<file path="src/rtl/if_id_stage.sv">
`default_nettype none
// ============================================================================
// Module      : if_id_stage
// Description : RV32I instruction-fetch stage with the IF/ID pipeline
//               register. Owns the PC and issues fetches on a single-
//               outstanding-request instruction memory port. It registers
//               the fetched word and presents the decoded fields (opcode,
//               funct3, funct7, rd, rs1, rs2) together with the PC to the
//               ID stage. It also handles ID stalls and branch/jump
//               redirects, including squashing of an in-flight fetch.
//
// Parameters  : RESET_PC    - PC after reset and first fetch address
//               NOP_INSTR   - word shown on id_instr when invalid/flushed
//
// Ports       : clk, rst                   - clock, async active-high reset
//               stall_id                   - ID cannot accept; hold IF/ID
//               redirect, redirect_pc      - taken branch/jump and target
//               imem_req/addr/gnt          - fetch request channel
//               imem_rvalid/rdata          - fetch response channel
//               id_valid/id_pc/id_instr    - IF/ID register contents
//               opcode/funct3/funct7       - decoded fields to ctrl_unit
//               rd/rs1/rs2                 - register indices to ID
//               id_misalign                - (IFID_MISALIGN_TRAP_EN only)
//                                            misaligned redirect target
//
// Options     : `define IFID_MISALIGN_TRAP_EN to report misaligned redirect
//               targets through id_misalign instead of masking them.
//
// Revision    : 1.0 - initial release
// ============================================================================
module if_id_stage #(
  parameter logic [31:0] RESET_PC  = 32'h0000_0000,
  parameter logic [31:0] NOP_INSTR = 32'h0000_0013
) (
  input  logic        clk,
  input  logic        rst,
  input  logic        stall_id,
  input  logic        redirect,
  input  logic [31:0] redirect_pc,
  output logic        imem_req,
  output logic [31:0] imem_addr,
  input  logic        imem_gnt,
  input  logic        imem_rvalid,
  input  logic [31:0] imem_rdata,
  output logic        id_valid,
  output logic [31:0] id_pc,
  output logic [31:0] id_instr,
`ifdef IFID_MISALIGN_TRAP_EN
  output logic        id_misalign,
`endif
  output logic [6:0]  opcode,
  output logic [2:0]  funct3,
  output logic [6:0]  funct7,
  output logic [4:0]  rd,
  output logic [4:0]  rs1,
  output logic [4:0]  rs2
);

  // Fetch sequencer states
  typedef enum logic [1:0] {
    S_REQ  = 2'd0,  // request presented, waiting for grant
    S_RESP = 2'd1,  // request accepted, waiting for read data
    S_HOLD = 2'd2   // word returned but IF/ID is blocked by a stall
  } state_t;

  localparam logic [31:0] c_align_mask = 32'hFFFF_FFFC;

  // --------------------------------------------------------------------------
  // State
  // --------------------------------------------------------------------------
  state_t      state_q, state_d;
  logic [31:0] pc_q, pc_d;
  logic [31:0] fetch_pc_q, fetch_pc_d;     // address of the outstanding fetch
  logic        kill_q, kill_d;             // discard the next response
  logic [31:0] hold_instr_q, hold_instr_d; // word parked while ID stalls
  logic        id_valid_q, id_valid_d;
  logic [31:0] id_pc_q, id_pc_d;
  logic [31:0] id_instr_q, id_instr_d;
`ifdef IFID_MISALIGN_TRAP_EN
  logic        misalign_pend_q, misalign_pend_d;
  logic [31:0] misalign_pc_q, misalign_pc_d;
  logic        id_misalign_q, id_misalign_d;
`endif

  logic        w_if_free;
  logic        w_hs;
  logic [31:0] w_redirect_aligned;
  logic [31:0] w_redirect_next_pc;

  // --------------------------------------------------------------------------
  // Memory request side
  // --------------------------------------------------------------------------
  always_comb begin
    // While reset is held the state already reads S_REQ; the request is
    // masked so nothing leaves the stage until reset is released.
`ifdef IFID_MISALIGN_TRAP_EN
    // A pending misalign report is delivered without a memory access.
    imem_req = (state_q == S_REQ) && !rst && !misalign_pend_q;
`else
    imem_req = (state_q == S_REQ) && !rst;
`endif
    imem_addr = pc_q;
    w_hs      = imem_req && imem_gnt;
    w_if_free = !id_valid_q || !stall_id;
    // The AND keeps every bit of redirect_pc in the expression; the low two
    // bits are dropped here rather than by slicing.
    w_redirect_aligned = redirect_pc & c_align_mask;
`ifdef IFID_MISALIGN_TRAP_EN
    // Misaligned target: the report occupies the target slot, so fetching
    // resumes at the following word.
    w_redirect_next_pc = (redirect_pc[1:0] != 2'b00) ? (w_redirect_aligned + 32'd4)
                                                     : w_redirect_aligned;
`else
    w_redirect_next_pc = w_redirect_aligned;
`endif
  end

  // --------------------------------------------------------------------------
  // Next-state logic
  // --------------------------------------------------------------------------
  always_comb begin
    state_d      = state_q;
    pc_d         = pc_q;
    fetch_pc_d   = fetch_pc_q;
    kill_d       = kill_q;
    hold_instr_d = hold_instr_q;
    id_valid_d   = id_valid_q;
    id_pc_d      = id_pc_q;
    id_instr_d   = id_instr_q;
`ifdef IFID_MISALIGN_TRAP_EN
    misalign_pend_d = misalign_pend_q;
    misalign_pc_d   = misalign_pc_q;
    id_misalign_d   = id_misalign_q;
`endif

    // ID consumes the held instruction on any non-stalled valid cycle; a
    // load later in this block re-validates the register.
    if (id_valid_q && !stall_id) begin
      id_valid_d = 1'b0;
    end

    case (state_q)
      S_REQ: begin
        if (w_hs) begin
          fetch_pc_d = pc_q;
          pc_d       = pc_q + 32'd4;  // wraps FFFF_FFFC -> 0000_0000
          state_d    = S_RESP;
        end
`ifdef IFID_MISALIGN_TRAP_EN
        else if (misalign_pend_q && w_if_free) begin
          id_valid_d      = 1'b1;
          id_instr_d      = NOP_INSTR;
          id_pc_d         = misalign_pc_q;
          id_misalign_d   = 1'b1;
          misalign_pend_d = 1'b0;
        end
`endif
      end

      S_RESP: begin
        if (imem_rvalid) begin
          if (kill_q) begin
            kill_d  = 1'b0;
            state_d = S_REQ;
          end else if (w_if_free) begin
            id_valid_d = 1'b1;
            id_instr_d = imem_rdata;
            id_pc_d    = fetch_pc_q;
`ifdef IFID_MISALIGN_TRAP_EN
            id_misalign_d = 1'b0;
`endif
            state_d    = S_REQ;
          end else begin
            hold_instr_d = imem_rdata;
            state_d      = S_HOLD;
          end
        end
      end

      S_HOLD: begin
        // fetch_pc_q is untouched since the grant, so it still tags the
        // parked word.
        if (w_if_free) begin
          id_valid_d = 1'b1;
          id_instr_d = hold_instr_q;
          id_pc_d    = fetch_pc_q;
`ifdef IFID_MISALIGN_TRAP_EN
          id_misalign_d = 1'b0;
`endif
          state_d    = S_REQ;
        end
      end

      default: begin
        state_d = S_REQ;
      end
    endcase

    // Redirect overrides everything above: flush IF/ID (even when stalled)
    // and steer the PC. A fetch already granted must have its response
    // discarded, unless that response is arriving right now.
    if (redirect) begin
      pc_d       = w_redirect_next_pc;
      id_valid_d = 1'b0;
`ifdef IFID_MISALIGN_TRAP_EN
      misalign_pend_d = (redirect_pc[1:0] != 2'b00);
      misalign_pc_d   = redirect_pc;
`endif
      case (state_q)
        S_REQ: begin
          if (w_hs) begin
            kill_d  = 1'b1;
            state_d = S_RESP;
          end else begin
            state_d = S_REQ;
          end
        end
        S_RESP: begin
          if (imem_rvalid) begin
            kill_d  = 1'b0;
            state_d = S_REQ;
          end else begin
            kill_d  = 1'b1;
            state_d = S_RESP;
          end
        end
        default: begin
          // S_HOLD: the parked word is simply abandoned.
          state_d = S_REQ;
        end
      endcase
    end

    // An empty IF/ID register always shows the NOP so the decoded fields
    // are benign.
    if (!id_valid_d) begin
      id_instr_d = NOP_INSTR;
`ifdef IFID_MISALIGN_TRAP_EN
      id_misalign_d = 1'b0;
`endif
    end
  end

  // --------------------------------------------------------------------------
  // Registers
  // --------------------------------------------------------------------------
  always_ff @(posedge clk or posedge rst) begin
    if (rst) begin
      state_q      <= S_REQ;
      pc_q         <= RESET_PC & c_align_mask;
      fetch_pc_q   <= RESET_PC & c_align_mask;
      kill_q       <= 1'b0;
      hold_instr_q <= NOP_INSTR;
      id_valid_q   <= 1'b0;
      id_pc_q      <= RESET_PC;
      id_instr_q   <= NOP_INSTR;
`ifdef IFID_MISALIGN_TRAP_EN
      misalign_pend_q <= 1'b0;
      misalign_pc_q   <= RESET_PC;
      id_misalign_q   <= 1'b0;
`endif
    end else begin
      state_q      <= state_d;
      pc_q         <= pc_d;
      fetch_pc_q   <= fetch_pc_d;
      kill_q       <= kill_d;
      hold_instr_q <= hold_instr_d;
      id_valid_q   <= id_valid_d;
      id_pc_q      <= id_pc_d;
      id_instr_q   <= id_instr_d;
`ifdef IFID_MISALIGN_TRAP_EN
      misalign_pend_q <= misalign_pend_d;
      misalign_pc_q   <= misalign_pc_d;
      id_misalign_q   <= id_misalign_d;
`endif
    end
  end

  // --------------------------------------------------------------------------
  // Outputs
  // --------------------------------------------------------------------------
  assign id_valid = id_valid_q;
  assign id_pc    = id_pc_q;
  assign id_instr = id_instr_q;
`ifdef IFID_MISALIGN_TRAP_EN
  assign id_misalign = id_misalign_q;
`endif

  assign opcode = id_instr_q[6:0];
  assign rd     = id_instr_q[11:7];
  assign funct3 = id_instr_q[14:12];
  assign rs1    = id_instr_q[19:15];
  assign rs2    = id_instr_q[24:20];
  assign funct7 = id_instr_q[31:25];

endmodule
`default_nettype wire

</file>
<file path="config.mk">
export PLATFORM = sky130hd
export DESIGN_NAME = if_id_stage
export DESIGN_NICKNAME = d
export VERILOG_FILES = /design/src/rtl/if_id_stage.sv
export SDC_FILE = /design/constraint.sdc
export NUM_CORES = 1
export LEC_CHECK = 0
export CORE_MARGIN = 2
export CORE_UTILIZATION = 44
export CTS_CLUSTER_SIZE = 25
export DETAILED_ROUTE_END_ITERATION = 10
export HOLD_SLACK_MARGIN = 0.03
export PLACE_DENSITY = 0.8
export SLEW_MARGIN = 20
export SYNTH_ARGS = -nofsm -noshare
export SYNTH_HDL_FRONTEND = slang
export SYNTH_SLANG_ARGS = --single-unit
</file>
<file path="constraint.sdc">
create_clock -name clk -period 5.2 [get_ports clk]
set_input_delay 1.04 -clock clk [delete_from_list [all_inputs] [get_ports clk]]
set_output_delay 1.04 -clock clk [all_outputs]
set_load 0.01 [all_outputs]
</file>
# Yosys cells after proc, flatten, opt, wreduce, memory -nomap -nowiden
# Index checks and enable logic that the tools add are counted.
[totals]
register_bits = 164
input_bits = 70
output_inout_bits = 130
wordCells = 75
[classes]
add_sub_neg = 1
n_eq_ne = 12
n_mux = 35
bitwise = 2
n_reduce_logical = 17
[ops]
columns = ["cell", "count"]
rows = [
  ["2-to-1 mux 32 bit", 11],
  ["case mux 32 bit (2 select lines)", 2],
  ["adder 32 x 3 -> 32 bit, second input constant", 1],
  ["!= test 3 bit, second input constant", 7],
  ["2-to-1 mux 1 bit", 12],
  ["2-to-1 mux 2 bit", 6],
  ["case mux 2 bit (3 select lines)", 1],
  ["AND reduction 3 bit", 2],
  ["nonzero test 2 bit", 3],
  ["AND reduction 5 bit", 1],
  ["!= test 2 bit, second input constant", 2],
  ["case mux 1 bit (2 select lines)", 2],
  ["case mux 2 bit (2 select lines)", 1],
  ["AND reduction 2 bit", 2],
  ["AND reduction 4 bit", 1],
  ["logical AND 1 bit", 3],
  ["logical NOT 1 bit", 3],
  ["!= test 3 x 1 -> 1 bit, second input constant", 1],
  ["== test 2 x 1 -> 1 bit, second input constant", 1],
  ["== test 2 bit, second input constant", 1],
  ["logical NOT 2 bit", 1],
  ["NOT 1 bit", 2],
  ["logical OR 1 bit", 1],
]

# Logic depth before layout (Yosys ltp)
# Gate-level depths: netlist of run 1.
[logic_depth]
ltp_word = 10
ltp_mapped = 9
ltp_nobuf = 6

# Worst setup path after synthesis of run 1
# Ideal clock, no wire load.
[synth_timing]
path_type = "input-to-reg"
start = "input port rst"
end = "register pc_q[15] (netlist: imem_addr[15])"
setup_ns = 0.082
t_arrival_ns = 2.579
required_time_ns = 5.118
setup_slack_ns = 2.539
cell_stages = 5
n_path_buf = 1
cell_sequence = "nand4b_4 -> or4_4 -> buf_6 -> or4_1 -> a31oi_1"
[synth_via]
elab_chain_cells = 5
[synth_lines]
columns = ["item", "line", "rtl"]
rows = [
  ["start: declaration", "36", "input logic rst,"],
  ["logical NOT 1 bit (no source line)", "n/a", ""],
  ["logical AND 1 bit", "100", "imem_req = (state_q == S_REQ) && !rst;"],
  ["logical AND 1 bit", "103", "w_hs = imem_req && imem_gnt;"],
  ["nonzero test 2 bit (no source line)", "n/a", ""],
  ["AND reduction 2 bit (no source line)", "n/a", ""],
  ["end signal: assignment", "250", "pc_q <= RESET_PC & c_align_mask;"],
  ["end signal: assignment", "264", "pc_q <= pc_d;"],
  ["end: declaration", "72", "logic [31:0] pc_q, pc_d;"],
]
# Every way passes these cells.
# A chain may end at the register's enable or synchronous reset.

# Worst setup path in the final report of run 1
[layout_timing]
start = "input port rst"
end = "output port imem_req"
[layout_via]
elab_chain_cells = 2
[layout_lines]
columns = ["item", "line", "rtl"]
rows = [
  ["logical NOT 1 bit (no source line)", "n/a", ""],
  ["logical AND 1 bit", "100", ""],
  ["end: declaration", "40", "output logic imem_req,"],
]
# Every way passes these cells.

==> metrics.txt, run 1 <==
status=complete, no violations; layout cells sized above 1=19.2%; CP Capture Type=output pin; pin count of the biggest net entering global routing=87; TNS Setup=0 ns; number of distinct library cells after synthesis=52; drt pass-1 iters=4; crit path from=rst; via count=5297; Max Slew Vio Count=0; CP startpoint kind=primary input; fmax=293 MHz; Diodes inserted=0; hold_sp=fetch_pc_q[4]$_DFFE_PP0P_; endpoints failing setup=0; Yosys Warn Count=0; minimum clock period=3.41 ns; Main synth FF type=dfrtp_1; CP peak stage delay=0.57 ns; Avg WL per Cell=16.9 um; clk buf depth=2; Fin Clk Skew=0.00694 ns; vias per cell=5.30; Critical Path AT=2.37 ns; Max Cap Viol=0; Chip Width=133 um; CTS HTree Levels=4; cell count after synthesis=617; share of the synthesized area in the top cell type=51.8%; Seq/Total Area, Yosys=54.0%; die area=17700 um^2; CTS tree=yes; syn_area_per_cell=11.9 um^2; FP Rows=47; cell with the most instances after synthesis=dfrtp_1; setup slack, reg-to-reg=2.21 ns; vias in the first global route=5086; Skew-Pair Late Insertion Delay=0.42 ns; Starting DRT DRC Count=255; Design Area, Final=9850 um^2; flops & latches, synth=158; Placement Cell Area=9220 um^2; root buf cell=clkbuf_16; final wirelength=16.9 mm; first-pass GRT wire length=27.6 mm; initial antenna violation count=0; CP required=4.16 ns; Power per Cell Area=379 nW/um^2; synth top area cells=dfrtp_1, mux2_2, mux2i_1; Post CTS Setup Buffer Count=0; Leakage=3.96 nW; unrepaired setup endpoints after global routing=no; number of nets in the layout=842; WS Path Type=in2out; worst r2r src=state_q[0]$_DFFE_PP0P_; maximum vdd drop=233 uV; CP Cell Sequence=clkdlybuf4s50_1 > nor2b_1 > clkdlybuf4s50_1; Sinks on Clock Net=158; Slowest-stage cell, CP=clkdlybuf4s50_1; antenna viol nets, final=0; Final GP Congestion=0.796; Synth Cell Area=7340 um^2; Initial Util=44.6%; Area Growth Syn to Fin=34.1%; area leader, netlist=dfrtp_1; Max-slew headroom=36.1%; Hold Vio Cnt, Final=0; Core Area=16500 um^2; DRC errors left=0; fraction of registers with async set/reset=100%; die height=133 um; Tot GR Track Use=20.0%; Worst Hold Class=reg2reg; cts bufs inserted=17; Worst-path clk slew=0.06 ns; period utilization=65.6%; CTS hold repair buffers=0; total grt overflow=0; Least-Margin Pin Slew=0.957 ns; hpwl dp=11.5 mm; Crit Path Max Fanout=5; Post-synth EDFFs=0; IO Port Bufs=193; I/O pin count=200; synth cell count leaders=dfrtp_1, mux2_2, nor2_1, buf_4, mux2i_1; most used cell, CP=clkdlybuf4s50_1; post-CTS sizing=0
flip-flops by register name (all words and copies together), names as in the netlist:
name and count:
fetch_pc_q 30, hold_instr_q 32, id_instr 32, id_pc 30, id_valid 1, imem_addr 30
kill_q 1, state_q 2
metal layers:
| metal | global-route usage [%] | up-vias | wire length [um] |
|---|---|---|---|
| met5 | 0 | - | 0 |
| li1 | - | 2512 | - |
| met2 | 30.0 | 201 | 7790 |
| met4 | 6.32 | 0 | 224 |
| met1 | 26.5 | 2563 | 7370 |
| met3 | 8.56 | 21 | 1540 |
critical path, delay by kind of cell:
kind / cells / cell delay (ns)
buf+inv: 2 / 1.08
simple gates: 1 / 0.24
final timing paths:
kind | endpoint | depth (start not counted)
worst min register to register | fetch_pc_q[4]$_DFFE_PP0P_ | 2
worst min-delay path | fetch_pc_q[4]$_DFFE_PP0P_ | 2
min in group asynchronous | imem_addr[18]$_DFFE_PP0P_ | 2
max in group asynchronous | imem_addr[26]$_DFFE_PP0P_ | 3
worst max register to register | id_instr[4]$_DFFE_PP1P_ | 8
worst max-delay path | imem_req | 3
stage by stage:
step	worst slack, ns	hold slack (ns)	power, mW	util (%)	instances
2_1_floorplan	2.16	0.441	2.01	-	620
6_report	1.79	0.478	3.73	59.8	1000
4_1_cts	1.80	0.483	3.78	59.8	1000
3_3_place_gp	1.76	0.460	2.44	56.0	968
3_5_place_dp	1.71	0.469	2.46	56.0	968
5_1_grt	1.74	0.514	3.92	59.8	1000
logic make-up after synthesis:
| kind of cell | count (synthesis) | share of synthesized area [%] |
|---|---|---|
| fa+ha+maj | 5 | 0.852 |
| flops | 158 | 54.0 |
| mux | 123 | 18.3 |
| buf+inv | 85 | 6.60 |
| compound gates | 91 | 8.56 |
| other cells | 1 | 0.0511 |
| simple gates | 145 | 10.6 |
| xor+xnor | 9 | 1.07 |
cell type report:
cell class	instances	area, um^2
Fill cell	1354	6620
Sequential cell	158	3960
Multi-Input combinational cell	377	2930
Timing Repair Buffer	201	2000
Clock buffer	18	439
Tap cell	220	275
Clock inverter	14	185
Inverter	12	48.8
placed cells by master, fill, tap and decap left out, types with 5 or more instances in the layout:
cell type        instances
mux2i_1                 31
buf_4                    7
dfstp_2                  6
nand3_1                  8
or4_1                   18
a211oi_1                30
clkdlybuf4s50_1        193
dfrtp_1                152
o31ai_1                 13
nand4_1                  8
nor2b_1                  5
nor2_1                  48
xnor2_1                  6
mux2_2                  92
clkinv_4                 5
inv_1                   10
nand2_1                 29
a31oi_1                 16
clkbuf_16               17
o21ai_0                 16
power breakdown:
part,internal [mW],total [mW],leakage (nW),switching (mW)
registers,1.46,1.60,1.99,0.144
clock network,0.777,1.30,0.295,0.521
logic,0.493,0.828,1.68,0.335
(Power assumes the default switching activity.)
==> run 2, diff against run 1 <==
--- a/config.mk
+++ b/config.mk
@@ -6,11 +6,11 @@
 export NUM_CORES = 1
 export LEC_CHECK = 0
 export CORE_MARGIN = 2
-export CORE_UTILIZATION = 44
+export CORE_UTILIZATION = 49
 export CTS_CLUSTER_SIZE = 25
 export DETAILED_ROUTE_END_ITERATION = 10
 export HOLD_SLACK_MARGIN = 0.03
-export PLACE_DENSITY = 0.8
+export PLACE_DENSITY = 0.84
 export SLEW_MARGIN = 20
 export SYNTH_ARGS = -nofsm -noshare
 export SYNTH_HDL_FRONTEND = slang
==> constraint.sdc (replaced) <==
create_clock -name clk -period 3.19 [get_ports clk]
set_input_delay 0.638 -clock clk [delete_from_list [all_inputs] [get_ports clk]]
set_output_delay 0.638 -clock clk [all_outputs]
set_load 0.01 [all_outputs]
==> run 2 against run 1 <==
Compared with the run above:
- first-iteration DRC count is 49% higher
- core utilization grew 7.5 points
- sequential share of layout area up 0.13 points
- global-route usage is 2.3 points higher
- die area is 9.9% lower
- routed wire length increased by 2.4%
- final area down 0.33%
- combinational power is 65% higher
- worst setup slack worse by 1.3 ns
- sequential power rose by 64%
- clock skew rose by 0.00078 ns
- total power increased by 61%
- critical path type is now reg2out
- highest routed layer unchanged
==> metrics.txt, run 2 (same netlist as run 1, synthesis figures left out) <==
status=complete, no violations; number of nets in the layout=845 (+0.36%); Max Slew Vio Count=0 (unchanged); Worst-path clk slew=0.06 ns (about the same); CTS hold repair buffers=0 (unchanged); RR Endpoint=imem_addr[16]$_DFFE_PP0P_; first-pass GRT wire length=28.5 mm (+3.2%); Placement Cell Area=9220 um^2 (about the same); Worst Hold Class=reg2reg; Critical Path AT=2.09 ns (-0.28 ns); Fin Clk Skew=0.00772 ns (+0.000782 ns); post-CTS sizing=0 (unchanged); vias in the first global route=5626 (+11%); CP peak stage delay=0.58 ns (about the same); Max-slew headroom=52.3% (+16 points); clock network power share=33.4% (-1.4 points); Sw Share=27.4% (+0.59 points); CTS HTree Levels=4 (unchanged); hold_sp=fetch_pc_q[4]$_DFFE_PP0P_; fmax=367 MHz; layout cells sized above 1=19.5% (+0.31 points); hpwl dp=12.1 mm (+5.1%); most frequent cells in the layout=clkdlybuf4s50_1, dfrtp_1, mux2_2, nor2_1, mux2i_1; die area=16000 um^2 (-9.9%); clk buf depth=2 (unchanged); WHS Path Cells=2 (unchanged); endpoints failing setup=0 (unchanged); final wirelength=17.3 mm (+2.4%); total grt overflow=0 (unchanged); Core Area=14600 um^2 (-11%); final worst slack=0.465 ns (-1.33 ns); Power per Cell Area=611 nW/um^2 (+61%); CP Capture Type=output pin; DRC errors left=0 (unchanged); antenna viol nets, final=0 (unchanged); WS Path Type=reg2out; crit path from=state_q[0]$_DFFE_PP0P_; die height=126 um (-5.1%); CP startpoint kind=register; Final GP Congestion=0.856 (+7.5%); Sinks on Clock Net=158 (unchanged); Skew-Pair Late Insertion Delay=0.43 ns (about the same); Chip Width=126 um (-5.1%); maximum vdd drop=490 uV (+110%); CTS tree=yes; TNS Setup=0 ns (unchanged); leading cell type in the layout, fill and taps excluded=clkdlybuf4s50_1; Tot GR Track Use=22.3% (+2.3 points); initial antenna violation count=0 (unchanged); Crit Path Max Fanout=6 (+1); FP Rows=44 (-6.4%); vias per cell=5.65 (+6.7%); CP required=2.55 ns (-1.61 ns); fillcell total=1036 (-23%); minimum clock period=2.73 ns; R2R cell count=6 (-2); IO Port Bufs=193 (unchanged); Placed Instances=935 (-3.4%); period utilization=85.4%; drt pass-1 iters=6 (+2); P_int=4.36 mW (+60%); non-filler instance count after layout=967 (-3.3%); Starting DRT DRC Count=381 (+49%); Slowest-stage cell, CP=clkdlybuf4s50_1; CP Cell Sequence=inv_1 > ha_1 > nor2b_1 > clkdlybuf4s50_1; I/O pin count=200 (unchanged); WHS=0.489 ns (+0.0104 ns); Post CTS Setup Buffer Count=0 (unchanged); Leakage=3.98 nW (+0.45%); Max Cap Viol=0 (unchanged); Initial Util=50.3% (+5.7 points); setup slack, reg-to-reg=0.66 ns (-1.55 ns); cts bufs inserted=17 (unchanged); Diodes inserted=0 (unchanged); unrepaired setup endpoints after global routing=no; pin count of the biggest net entering global routing=132 (+52%); switching power total=1.64 mW (+64%); Comb pwr share=22.9% (+0.7 points); Least-Margin Pin Slew=0.716 ns (-0.241 ns); DP Worst Slack=0.262 ns (-1.45 ns); Hold Vio Cnt, Final=0 (unchanged); via count=5464 (+3.2%); Hold Path End=fetch_pc_q[4]$_DFFE_PP0P_; Flop pwr share=43.8% (+0.8 points); root buf cell=clkbuf_16; worst r2r src=state_q[0]$_DFFE_PP0P_; Avg WL per Cell=17.9 um (+5.9%); Design Area, Final=9810 um^2 (-0.33%); Area Growth Syn to Fin=33.7%
-- run 2: per-layer routing --
metal  vias up  wire length [um]  part of all wire, %  track usage [%]
met2       217              8630                   50             37.2
met4         0               212                  1.2             7.95
li1       2501                 -                    -                -
met5         -                 0                    0                0
met1      2727              6940                   40             27.4
met3        19              1550                  8.9             7.38
-- run 2: power by group through the flow --
stage	registers (mW)	logic, mW	clock network [mW]
6_report	2.63	1.37	2.00
3_5_place_dp	2.66	1.38	0
5_1_grt	2.68	1.48	2.15
4_1_cts	2.63	1.39	2.05
2_1_floorplan	2.70	0.577	0
3_3_place_gp	2.63	1.34	0
-- run 2: area by class of cell --
class                      count  area (um^2)  share of cell area, %
inverter                      12         48.8                  0.497
sequential                   158         3960                   40.4
tap                          184          230                   2.35
clock inverter                15          164                   1.67
clock buffer                  17          425                   4.34
multi-input combinational    377         2930                   29.9
timing repair buffer         204         2050                   20.9
-- run 2: worst max-delay path: cells and delay by family (launching register included) --
family                     cells  cell delay, ns
adders and majority gates      1            0.32
buffers and inverters          2            0.69
DFF                            1            0.40
and+or+nand+nor                1            0.25
-- run 2: per-stage QoR --
step / util [%] / power [mW]
final: 67.3 / 6.00
after global placement: 63.2 / 3.97
after floorplan: - / 3.28
after global routing: 67.3 / 6.31
after CTS: 67.3 / 6.07
after detailed placement: 63.2 / 4.05
-- run 2: how the worst max path moves through the flow --
stage,endpoint,cells after the start
6_report,imem_req,4
5_1_grt,imem_req,4
4_1_cts,imem_req,4
3_5_place_dp,imem_addr[16]$_DFFE_PP0P_,5
3_3_place_gp,imem_addr[16]$_DFFE_PP0P_,5
2_1_floorplan,fetch_pc_q[10]$_DFFE_PP0P_,1
==> run 3, diff against run 2 <==
--- a/config.mk
+++ b/config.mk
@@ -10,7 +10,7 @@
 export CTS_CLUSTER_SIZE = 25
 export DETAILED_ROUTE_END_ITERATION = 10
 export HOLD_SLACK_MARGIN = 0.03
-export PLACE_DENSITY = 0.84
+export PLACE_DENSITY = 0.87
 export SLEW_MARGIN = 20
 export SYNTH_ARGS = -nofsm -noshare
 export SYNTH_HDL_FRONTEND = slang
==> run 3 against run 2 <==
Compared with the run above:
- largest cell class unchanged
- final area up 0.33%
- total power rose by 1.7%
- global-route usage grew 0.42 points
- routed wire length increased by 2.5%
- highest routed layer unchanged
==> metrics.txt, run 3 (same netlist as run 1, synthesis figures left out) <==
status=complete, no violations; Comb pwr share=22.4% (-0.5 points); Initial Util=50.3% (unchanged); Avg WL per Cell=18.4 um (+2.5%); IO Port Bufs=193 (unchanged); Flop pwr share=43.0% (-0.8 points); minimum clock period=2.70 ns (-0.0222 ns); worst r2r src=state_q[0]$_DFFE_PP0P_; Placed Instances=935 (unchanged); vias in the first global route=5622 (-0.071%); DRC errors left=0 (unchanged); setup slack, reg-to-reg=0.61 ns (-0.05 ns); fmax=370 MHz (+0.82%); Least-Margin Pin Slew=0.618 ns (-0.0984 ns); CTS HTree Levels=4 (unchanged); initial antenna violation count=0 (unchanged); I/O pin count=200 (unchanged); layout cells sized above 1=19.4% (-0.13 points); clock network power share=34.6% (+1.2 points); Tot GR Track Use=22.8% (+0.42 points); root buf cell=clkbuf_16; WS Path Type=reg2out; Diodes inserted=0 (unchanged); Core Area=14600 um^2 (unchanged); Max Cap Viol=0 (unchanged); vias per cell=5.71 (+1.1%); Max-slew headroom=58.8% (+6.5 points); first-pass GRT wire length=28.9 mm (+1.6%); Chip Width=126 um (unchanged); final wirelength=17.8 mm (+2.5%); clk buf depth=2 (unchanged); maximum vdd drop=368 uV (-25%); die area=16000 um^2 (unchanged); Max Slew Vio Count=0 (unchanged); die height=126 um (unchanged); Post CTS Setup Buffer Count=0 (unchanged); leading cell type in the layout, fill and taps excluded=clkdlybuf4s50_1; number of nets in the layout=845 (unchanged); period utilization=84.7% (-0.70 points); pin count of the biggest net entering global routing=68 (-48%); fillcell total=1021 (-1.4%); hold_sp=fetch_pc_q[21]$_DFFE_PP0P_; Area Growth Syn to Fin=34.1%; non-filler instance count after layout=967 (unchanged); Power per Cell Area=620 nW/um^2 (+1.3%); via count=5526 (+1.1%); Worst-path clk slew=0.06 ns (about the same); post-CTS sizing=0 (unchanged); TNS Setup=0 ns (unchanged); WHS=0.481 ns (-0.00747 ns); hpwl dp=12.4 mm (+1.9%); R2R cell count=6 (unchanged); WHS Path Cells=2 (unchanged); endpoints failing setup=0 (unchanged); CTS hold repair buffers=0 (unchanged); CP startpoint kind=register; switching power total=1.60 mW (-2.7%); Hold Path End=fetch_pc_q[21]$_DFFE_PP0P_; drt pass-1 iters=5 (-1); CTS tree=yes; unrepaired setup endpoints after global routing=no; Hold Vio Cnt, Final=0 (unchanged); RR Endpoint=imem_addr[20]$_DFFE_PP0P_; FP Rows=44 (unchanged); cts bufs inserted=17 (unchanged); total grt overflow=0 (unchanged); Skew-Pair Late Insertion Delay=0.42 ns (about the same); P_int=4.50 mW (+3.3%); Leakage=3.98 nW (+0.13%); most frequent cells in the layout=clkdlybuf4s50_1, dfrtp_1, mux2_2, nor2_1, mux2i_1; Fin Clk Skew=0.00615 ns (-0.00157 ns); Starting DRT DRC Count=386 (+1.3%); CP required=2.55 ns (about the same); Sinks on Clock Net=158 (unchanged); Critical Path AT=2.07 ns (-0.02 ns); Worst Hold Class=reg2reg; Util after Layout=67.5% (+0.22 points); CP Capture Type=output pin; Final GP Congestion=0.876 (+2.3%); Sw Share=26.2% (-1.2 points); Crit Path Max Fanout=6 (unchanged); antenna viol nets, final=0 (unchanged)
[run 3: worst max path at each step]
stage,slack [ns],cells past startpoint,endpoint,start
final,0.49,4,imem_req,state_q[0]$_DFFE_PP0P_
after CTS,0.45,4,imem_req,state_q[0]$_DFFE_PP0P_
after global placement,0.30,5,imem_addr[16]$_DFFE_PP0P_,rst
after global routing,0.38,4,imem_req,state_q[0]$_DFFE_PP0P_
after detailed placement,0.22,5,imem_addr[20]$_DFFE_PP0P_,rst
after floorplan,0.56,1,fetch_pc_q[10]$_DFFE_PP0P_,rst
[run 3: per-layer routing]
layer,GRT usage (%),vias up,part of all wire (%)
met4,8.99,0,2.1
met3,6.83,32,8.3
li1,-,2510,-
met2,37.8,271,50
met1,28.0,2713,40
met5,0,-,0
[run 3: layout make-up]
cell class	instances	area, um^2	area share, %
flip-flops and latches	158	3960	40.2
multi-input cells	377	2930	29.8
repair buffers	204	2050	20.8
clock buffers	18	429	4.36
well taps	184	230	2.34
clock inverters	14	193	1.96
inverters	12	48.8	0.496
[run 3: power groups by stage]
stage / Combinational, mW / Sequential (mW) / Clock, mW
global route: 1.47 / 2.68 / 2.23
finish: 1.37 / 2.62 / 2.11
floorplan: 0.577 / 2.70 / 0
CTS: 1.38 / 2.63 / 2.15
detailed placement: 1.37 / 2.66 / 0
global placement: 1.33 / 2.63 / 0
[run 3: worst max-delay path, stage by stage (launching register included)]
cell	delay, ns
dfrtp_1	0.40
inv_1	0.11
ha_1	0.32
nor2b_1	0.23
clkdlybuf4s50_1	0.58
[run 3: through the flow]
stage / setup WS (ns) / power (mW) / instance area, um^2
2_1_floorplan: 0.556 / 3.28 / 7360
3_3_place_gp: 0.303 / 3.96 / 9220
3_5_place_dp: 0.220 / 4.03 / 9220
6_report: 0.487 / 6.10 / 9850
5_1_grt: 0.383 / 6.38 / 9850
4_1_cts: 0.449 / 6.16 / 9850
